File: config.mk
export PLATFORM = sky130hd
export DESIGN_NAME = core_dispatch_scheduler
export DESIGN_NICKNAME = d
export VERILOG_FILES = /design/src/rtl/core_dispatch_scheduler.sv
export SDC_FILE = /design/constraint.sdc
export NUM_CORES = 1
export LEC_CHECK = 0
export CAP_MARGIN = 20
export CORE_MARGIN = 3
export CORE_UTILIZATION = 52
export DETAILED_ROUTE_END_ITERATION = 16
export PLACE_DENSITY = 0.87
export SYNTH_ARGS = -nofsm -noshare
export SYNTH_HDL_FRONTEND = slang
export SYNTH_SLANG_ARGS = --single-unit
File: constraint.sdc
create_clock -name clk -period 5.73 [get_ports clk]
set_input_delay 1.146 -clock clk [delete_from_list [all_inputs] [get_ports clk]]
set_output_delay 1.146 -clock clk [all_outputs]
set_load 0.005 [all_outputs]
File: src/rtl/core_dispatch_scheduler.sv
// Round-robin job dispatcher for the input-stream scanner: grants one core per
// streamed job, tracks per-core busy/ownership, and flags stalled transfers.
module core_dispatch_scheduler #(
  parameter int M_COUNT        = 8,
  parameter int JOB_ID_WIDTH   = 8,
  parameter int TIMEOUT_CYCLES = 1024,
  parameter int DRAIN_CYCLES   = 3
) (
  input  logic                              clk,
  input  logic                              reset,
  input  logic                              job_valid,
  output logic                              job_ready,
  input  logic [JOB_ID_WIDTH-1:0]           job_id,
  input  logic [M_COUNT-1:0]                core_idle,
  input  logic [M_COUNT-1:0]                core_done,
  input  logic                              xfer_beat,
  input  logic                              xfer_last,
  output logic [M_COUNT-1:0]                access_core,
  output logic [M_COUNT-1:0]                core_busy,
  output logic [M_COUNT*JOB_ID_WIDTH-1:0]   core_job_id,
  output logic [$clog2(M_COUNT+1)-1:0]      busy_count,
  output logic                              dispatch_done,
  output logic [$clog2(M_COUNT)-1:0]        dispatch_core,
  output logic                              timeout_err,
  input  logic                              err_clear,
  output logic [1:0]                        dbg_state_o
);

  localparam int IDX_W = $clog2(M_COUNT);
  localparam int CNT_W = $clog2(M_COUNT+1);
  localparam int TMO_W = (TIMEOUT_CYCLES > 1) ? $clog2(TIMEOUT_CYCLES) : 1;
  localparam int DRN_W = (DRAIN_CYCLES > 1) ? $clog2(DRAIN_CYCLES) : 1;

  // Handshake: job_ready is a combinational strobe, high only in IDLE in the
  // cycle job_valid is seen with an eligible core; the job is taken that cycle.
  typedef enum logic [1:0] {IDLE = 2'd0, XFER = 2'd1, DRAIN = 2'd2} state_t;

  state_t                            state_q, state_d;
  logic [IDX_W-1:0]                  rr_ptr_q, rr_ptr_d;
  logic [M_COUNT-1:0]                grant_q, grant_d;
  logic [IDX_W-1:0]                  grant_idx_q, grant_idx_d;
  logic [JOB_ID_WIDTH-1:0]           tag_q, tag_d;
  logic [M_COUNT-1:0]                access_q, access_d;
  logic [M_COUNT-1:0]                busy_q, busy_d;
  logic [M_COUNT*JOB_ID_WIDTH-1:0]   job_id_q;
  logic [CNT_W-1:0]                  busy_count_q, busy_count_d;
  logic                              done_q, done_d;
  logic [IDX_W-1:0]                  dcore_q, dcore_d;
  logic                              err_q, err_d;
  logic [TMO_W-1:0]                  tmo_q, tmo_d;
  logic [DRN_W-1:0]                  drain_q, drain_d;

  logic [M_COUNT-1:0]                eligible;
  logic                              pick_valid;
  logic [IDX_W-1:0]                  pick_idx;
  logic [IDX_W:0]                    probe;
  logic [M_COUNT-1:0]                set_busy;
  logic                              tmo_set;

  assign eligible = core_idle & ~busy_q;

  // First eligible core at or after rr_ptr, wrapping modulo M_COUNT.
  always_comb begin
    pick_valid = 1'b0;
    pick_idx   = '0;
    probe      = '0;
    for (int i = 0; i < M_COUNT; i++) begin
      probe = {1'b0, rr_ptr_q} + (IDX_W+1)'(i);
      if (probe >= (IDX_W+1)'(M_COUNT)) probe = probe - (IDX_W+1)'(M_COUNT);
      if (!pick_valid && eligible[probe[IDX_W-1:0]]) begin
        pick_valid = 1'b1;
        pick_idx   = probe[IDX_W-1:0];
      end
    end
  end

  always_comb begin
    state_d     = state_q;
    rr_ptr_d    = rr_ptr_q;
    grant_d     = grant_q;
    grant_idx_d = grant_idx_q;
    tag_d       = tag_q;
    access_d    = access_q;
    tmo_d       = tmo_q;
    drain_d     = drain_q;
    dcore_d     = dcore_q;
    done_d      = 1'b0;
    set_busy    = '0;
    tmo_set     = 1'b0;
    job_ready   = 1'b0;
    case (state_q)
      IDLE: begin
        if (job_valid && pick_valid) begin
          job_ready   = 1'b1;
          grant_d     = {{(M_COUNT-1){1'b0}}, 1'b1} << pick_idx;
          access_d    = {{(M_COUNT-1){1'b0}}, 1'b1} << pick_idx;
          grant_idx_d = pick_idx;
          tag_d       = job_id;
          rr_ptr_d    = (pick_idx == IDX_W'(M_COUNT-1)) ? '0 : pick_idx + IDX_W'(1);
          tmo_d       = '0;
          state_d     = XFER;
        end
      end
      XFER: begin
        if (xfer_beat) begin
          if (xfer_last) begin
            set_busy = grant_q;
            done_d   = 1'b1;
            dcore_d  = grant_idx_q;
            access_d = '0;
            drain_d  = '0;
            state_d  = DRAIN;
          end else begin
            tmo_d = '0;
          end
        end else if (tmo_q == TMO_W'(TIMEOUT_CYCLES-1)) begin
          // Stalled: abandon the job without claiming the core.
          tmo_set  = 1'b1;
          access_d = '0;
          drain_d  = '0;
          state_d  = DRAIN;
        end else begin
          tmo_d = tmo_q + TMO_W'(1);
        end
      end
      DRAIN: begin
        if (drain_q == DRN_W'(DRAIN_CYCLES-1)) begin
          grant_d = '0;
          state_d = IDLE;
        end else begin
          drain_d = drain_q + DRN_W'(1);
        end
      end
      default: state_d = IDLE;
    endcase
  end

  // A new claim beats a completion for the same core in the same cycle.
  assign busy_d = (busy_q & ~core_done) | set_busy;
  assign err_d  = (err_q & ~err_clear) | tmo_set;

  always_comb begin
    busy_count_d = '0;
    for (int i = 0; i < M_COUNT; i++) busy_count_d = busy_count_d + CNT_W'(busy_q[i]);
  end

  always_ff @(posedge clk or posedge reset) begin
    if (reset) begin
      state_q      <= IDLE;
      rr_ptr_q     <= '0;
      grant_q      <= '0;
      grant_idx_q  <= '0;
      tag_q        <= '0;
      access_q     <= '0;
      busy_q       <= '0;
      job_id_q     <= '0;
      busy_count_q <= '0;
      done_q       <= 1'b0;
      dcore_q      <= '0;
      err_q        <= 1'b0;
      tmo_q        <= '0;
      drain_q      <= '0;
    end else begin
      state_q      <= state_d;
      rr_ptr_q     <= rr_ptr_d;
      grant_q      <= grant_d;
      grant_idx_q  <= grant_idx_d;
      tag_q        <= tag_d;
      access_q     <= access_d;
      busy_q       <= busy_d;
      busy_count_q <= busy_count_d;
      done_q       <= done_d;
      dcore_q      <= dcore_d;
      err_q        <= err_d;
      tmo_q        <= tmo_d;
      drain_q      <= drain_d;
      for (int i = 0; i < M_COUNT; i++) begin
        if (set_busy[i]) job_id_q[i*JOB_ID_WIDTH +: JOB_ID_WIDTH] <= tag_q;
      end
    end
  end

  assign access_core   = access_q;
  assign core_busy     = busy_q;
  assign core_job_id   = job_id_q;
  assign busy_count    = busy_count_q;
  assign dispatch_done = done_q;
  assign dispatch_core = dcore_q;
  assign timeout_err   = err_q;
  assign dbg_state_o   = state_q;

endmodule

==> impl_metrics.json <==
{
  "clock.fmax_mhz": 187,
  "post_drt_wl_per_cell_um": 21.4,
  "cp-start-kind": "input port",
  "start_util_pct": 54.1,
  "yosysWarnings": 0,
  "drt_iter0_drc": 356,
  "finalNetCount": 672,
  "antenna_found_initial": 0,
  "insertion_delay_ns": 0.40,
  "nFillCells": 724,
  "cts.path.max_buffers": 2,
  "area_delta_synth_final_pct": 32.7,
  "crit_type": "in2out",
  "pre_cts_ws_ns": 0.449,
  "dp_hpwl_mm": 11.6,
  "synth_nets": 541,
  "cts_hold_buf": 0,
  "grt_usage_pct": 27.0,
  "synthTopCellsByArea": "dfrtp_1 53%, mux2_2 13%, nand2_1 3.9%",
  "power_switching_mw": 1.73,
  "cts_resized": 0,
  "syn_inst": 496,
  "core_area_sq_um": 11000,
  "max_stage_delay_ns": 0.59,
  "synth-edff-count": 0,
  "cts-root-buf": "clkbuf_16",
  "routabilityCongestion": 0.947,
  "synth.yosys.seq_area_share_pct": 52.7,
  "tightest_slew_ns": 0.841,
  "num_vias": 4611,
  "final-max-slew-violation-count": 0,
  "syn_area_sq_um": 5940,
  "yosysTopAreaCell": "dfrtp_1",
  "netlist_top_cells_count": "125 x dfrtp_1, 69 x mux2_2, 61 x nand2_1, 31 x o21ai_0, 24 x inv_1",
  "antenna_left": 0,
  "finalSetupTns_ns": 0,
  "power.combinational.fraction_pct": 45.1,
  "status": "finished, final reports clean",
  "hold_viol_final": 0,
  "critPathRequiredTime_ns": 4.58,
  "dp_cells": 747,
  "syn_area_per_cell_sq_um": 12.0,
  "vdd_drop_max_v": 0.000334,
  "routed_wl_mm": 16.7,
  "cp_slowest_cell": "clkdlybuf4s50_1",
  "setup_viol": 0,
  "slew_headroom_pct": 43.9,
  "power_density_nw_per_um2": 577,
  "postCtsSetupBuffers": 0,
  "die_w_um": 113,
  "ys_ff_latch": 125,
  "finClkSkew_ns": 0.00841,
  "htreeDepth": 4,
  "io_buffers": 121,
  "floorplan.rows": 38,
  "grt_max_degree": 89,
  "switching_share_pct": 38.2,
  "numClockSinks": 125,
  "synth_async_sr_flop_share_pct": 100,
  "p_int_mw": 2.81,
  "drive_gt1_share_pct": 19.5,
  "path_clk_slew_ns": 0.06,
  "yosysMostFrequentCell": "dfrtp_1",
  "cp_max_fo": 24,
  "fin_ws_ns": 0.376,
  "period_minus_slack_ns": 5.35,
  "crit_chain": "clkdlybuf4s50_1 > nor2b_1 > mux2i_1 > mux4_2 > o2111ai_4 > o41a_1 > nand2_2 > inv_2 > clkdlybuf4s50_1",
  "die_h_um": 113,
  "p_leak_nw": 3.62,
  "drtPass1Iterations": 5,
  "hold_path.class": "reg2reg",
  "rsz0062_at_grt": "no",
  "diodes": 0,
  "grt_pass1_vias": 5003,
  "overflow": 0,
  "io_pins": 122,
  "synth.distinct_cells": 62,
  "clockPowerShare_pct": 22.6,
  "cts_tree": "built",
  "via_per_inst": 5.91,
  "cts_buffers": 17,
  "power_frac_seq_pct": 32.3,
  "cp-end-kind": "primary output",
  "fin_crit_sh_pct": 93.4,
  "critical_path_arrival_ns": 4.21,
  "instances_no_fill": 780,
  "synth_top_area_share_pct": 52.7,
  "dieArea_sq_um": 12700,
  "maxCapViolCount": 0,
  "cp_common_cell": "clkdlybuf4s50_1",
  "drc": 0,
  "synth_ff_type": "dfrtp_1",
  "grt_pass1_wl_mm": 26.8,
  "fin_util_pct": 71.7
}
state kept, by name, summed over array words and instances, names as in the netlist:
signal	count
access_core	8
busy_count	4
core_busy	8
core_job_id	64
dbg_state_o	2
dispatch_core	3
dispatch_done	1
drain_q	2
grant_idx_q	3
grant_q	8
rr_ptr_q	3
tag_q	8
timeout_err	1
tmo_q	10
stage by stage:
step | power [mW] | area [sq um] | hold WS [ns]
5_1_grt | 4.79 | 7880 | 0.513
3_5_place_dp | 3.45 | 7280 | 0.469
6_report | 4.54 | 7880 | 0.484
2_1_floorplan | 2.61 | 5940 | 0.437
4_1_cts | 4.52 | 7850 | 0.482
3_3_place_gp | 3.37 | 7280 | 0.458
metal layers:
metal / GRT usage (%) / share of wire [%] / vias to the layer above
li1: - / - / 2047
met2: 47.2 / 51 / 210
met1: 31.8 / 39 / 2335
met3: 10.2 / 9.1 / 19
met5: 0 / 0 / -
met4: 6.41 / 0.97 / 0
final cells by class:
type | instances | area, sq um | area share, %
clock buffers | 18 | 439 | 5.57
clock inverters | 14 | 134 | 1.70
inverters | 27 | 109 | 1.38
multi-input cells | 331 | 2630 | 33.4
flip-flops and latches | 125 | 3130 | 39.7
well taps | 140 | 175 | 2.22
repair buffers | 125 | 1260 | 16.0
logic make-up after synthesis:
kind of cell,count (synthesis),share of synthesized area (%)
compound gates,95,11.4
xor+xnor,5,0.738
fa+ha+maj,15,3.67
buf+inv,40,2.97
flops,125,52.7
mux,88,18.3
simple gates,128,10.3
placed cells by master, fill, tap and decap left out, types with 2 or more instances in the layout:
master / count
dfrtp_1: 125
clkdlybuf4s50_1: 121
mux2_2: 69
nand2_1: 61
o21ai_0: 31
inv_1: 23
nor2_1: 19
clkbuf_16: 17
nand2b_1: 15
a32o_1: 12
ha_1: 11
nor2b_1: 10
mux4_2: 9
a21oi_1: 9
mux2i_1: 9
and3_1: 7
inv_6: 6
o22ai_1: 5
a21o_1: 5
clkinvlp_4: 5
fa_1: 4
xnor2_1: 3
or2_2: 3
a22o_1: 3
buf_4: 3
o22a_1: 2
a22oi_1: 2
nor3b_1: 2
and3b_1: 2
xor2_1: 2
o211ai_1: 2
nand3_1: 2
a31oi_1: 2
o21ai_1: 2
nor3_1: 2
a32oi_1: 2
clkinv_4: 2
worst max-delay path, delay by kind of cell:
kind,cells,cell delay [ns]
mux,2,0.83
buf+inv,3,1.42
simple gates,2,0.36
compound gates,2,0.45
path summary, 6_finish.rpt:
path                       cells after the start               to  slack (ns)          from
setup / recovery                               9        job_ready        0.38  core_idle[6]
hold / removal                                 1       grant_q[3]        0.48    grant_q[3]
setup reg to reg                              12      rr_ptr_q[2]        1.44   rr_ptr_q[0]
hold reg to reg                                1       grant_q[3]        0.48    grant_q[3]
max in group asynchronous                      4  core_job_id[47]        3.65         reset
min in group asynchronous                      2     core_busy[1]        0.99         reset
power groups by stage:
stage	clock, mW	sequential [mW]	combinational, mW
detailed placement	0	1.47	1.99
CTS	1.04	1.46	2.02
floorplan	0	1.36	1.26
finish	1.03	1.47	2.05
global placement	0	1.44	1.93
global route	1.09	1.50	2.21
Note: power is estimated with default switching activity, not from simulation.
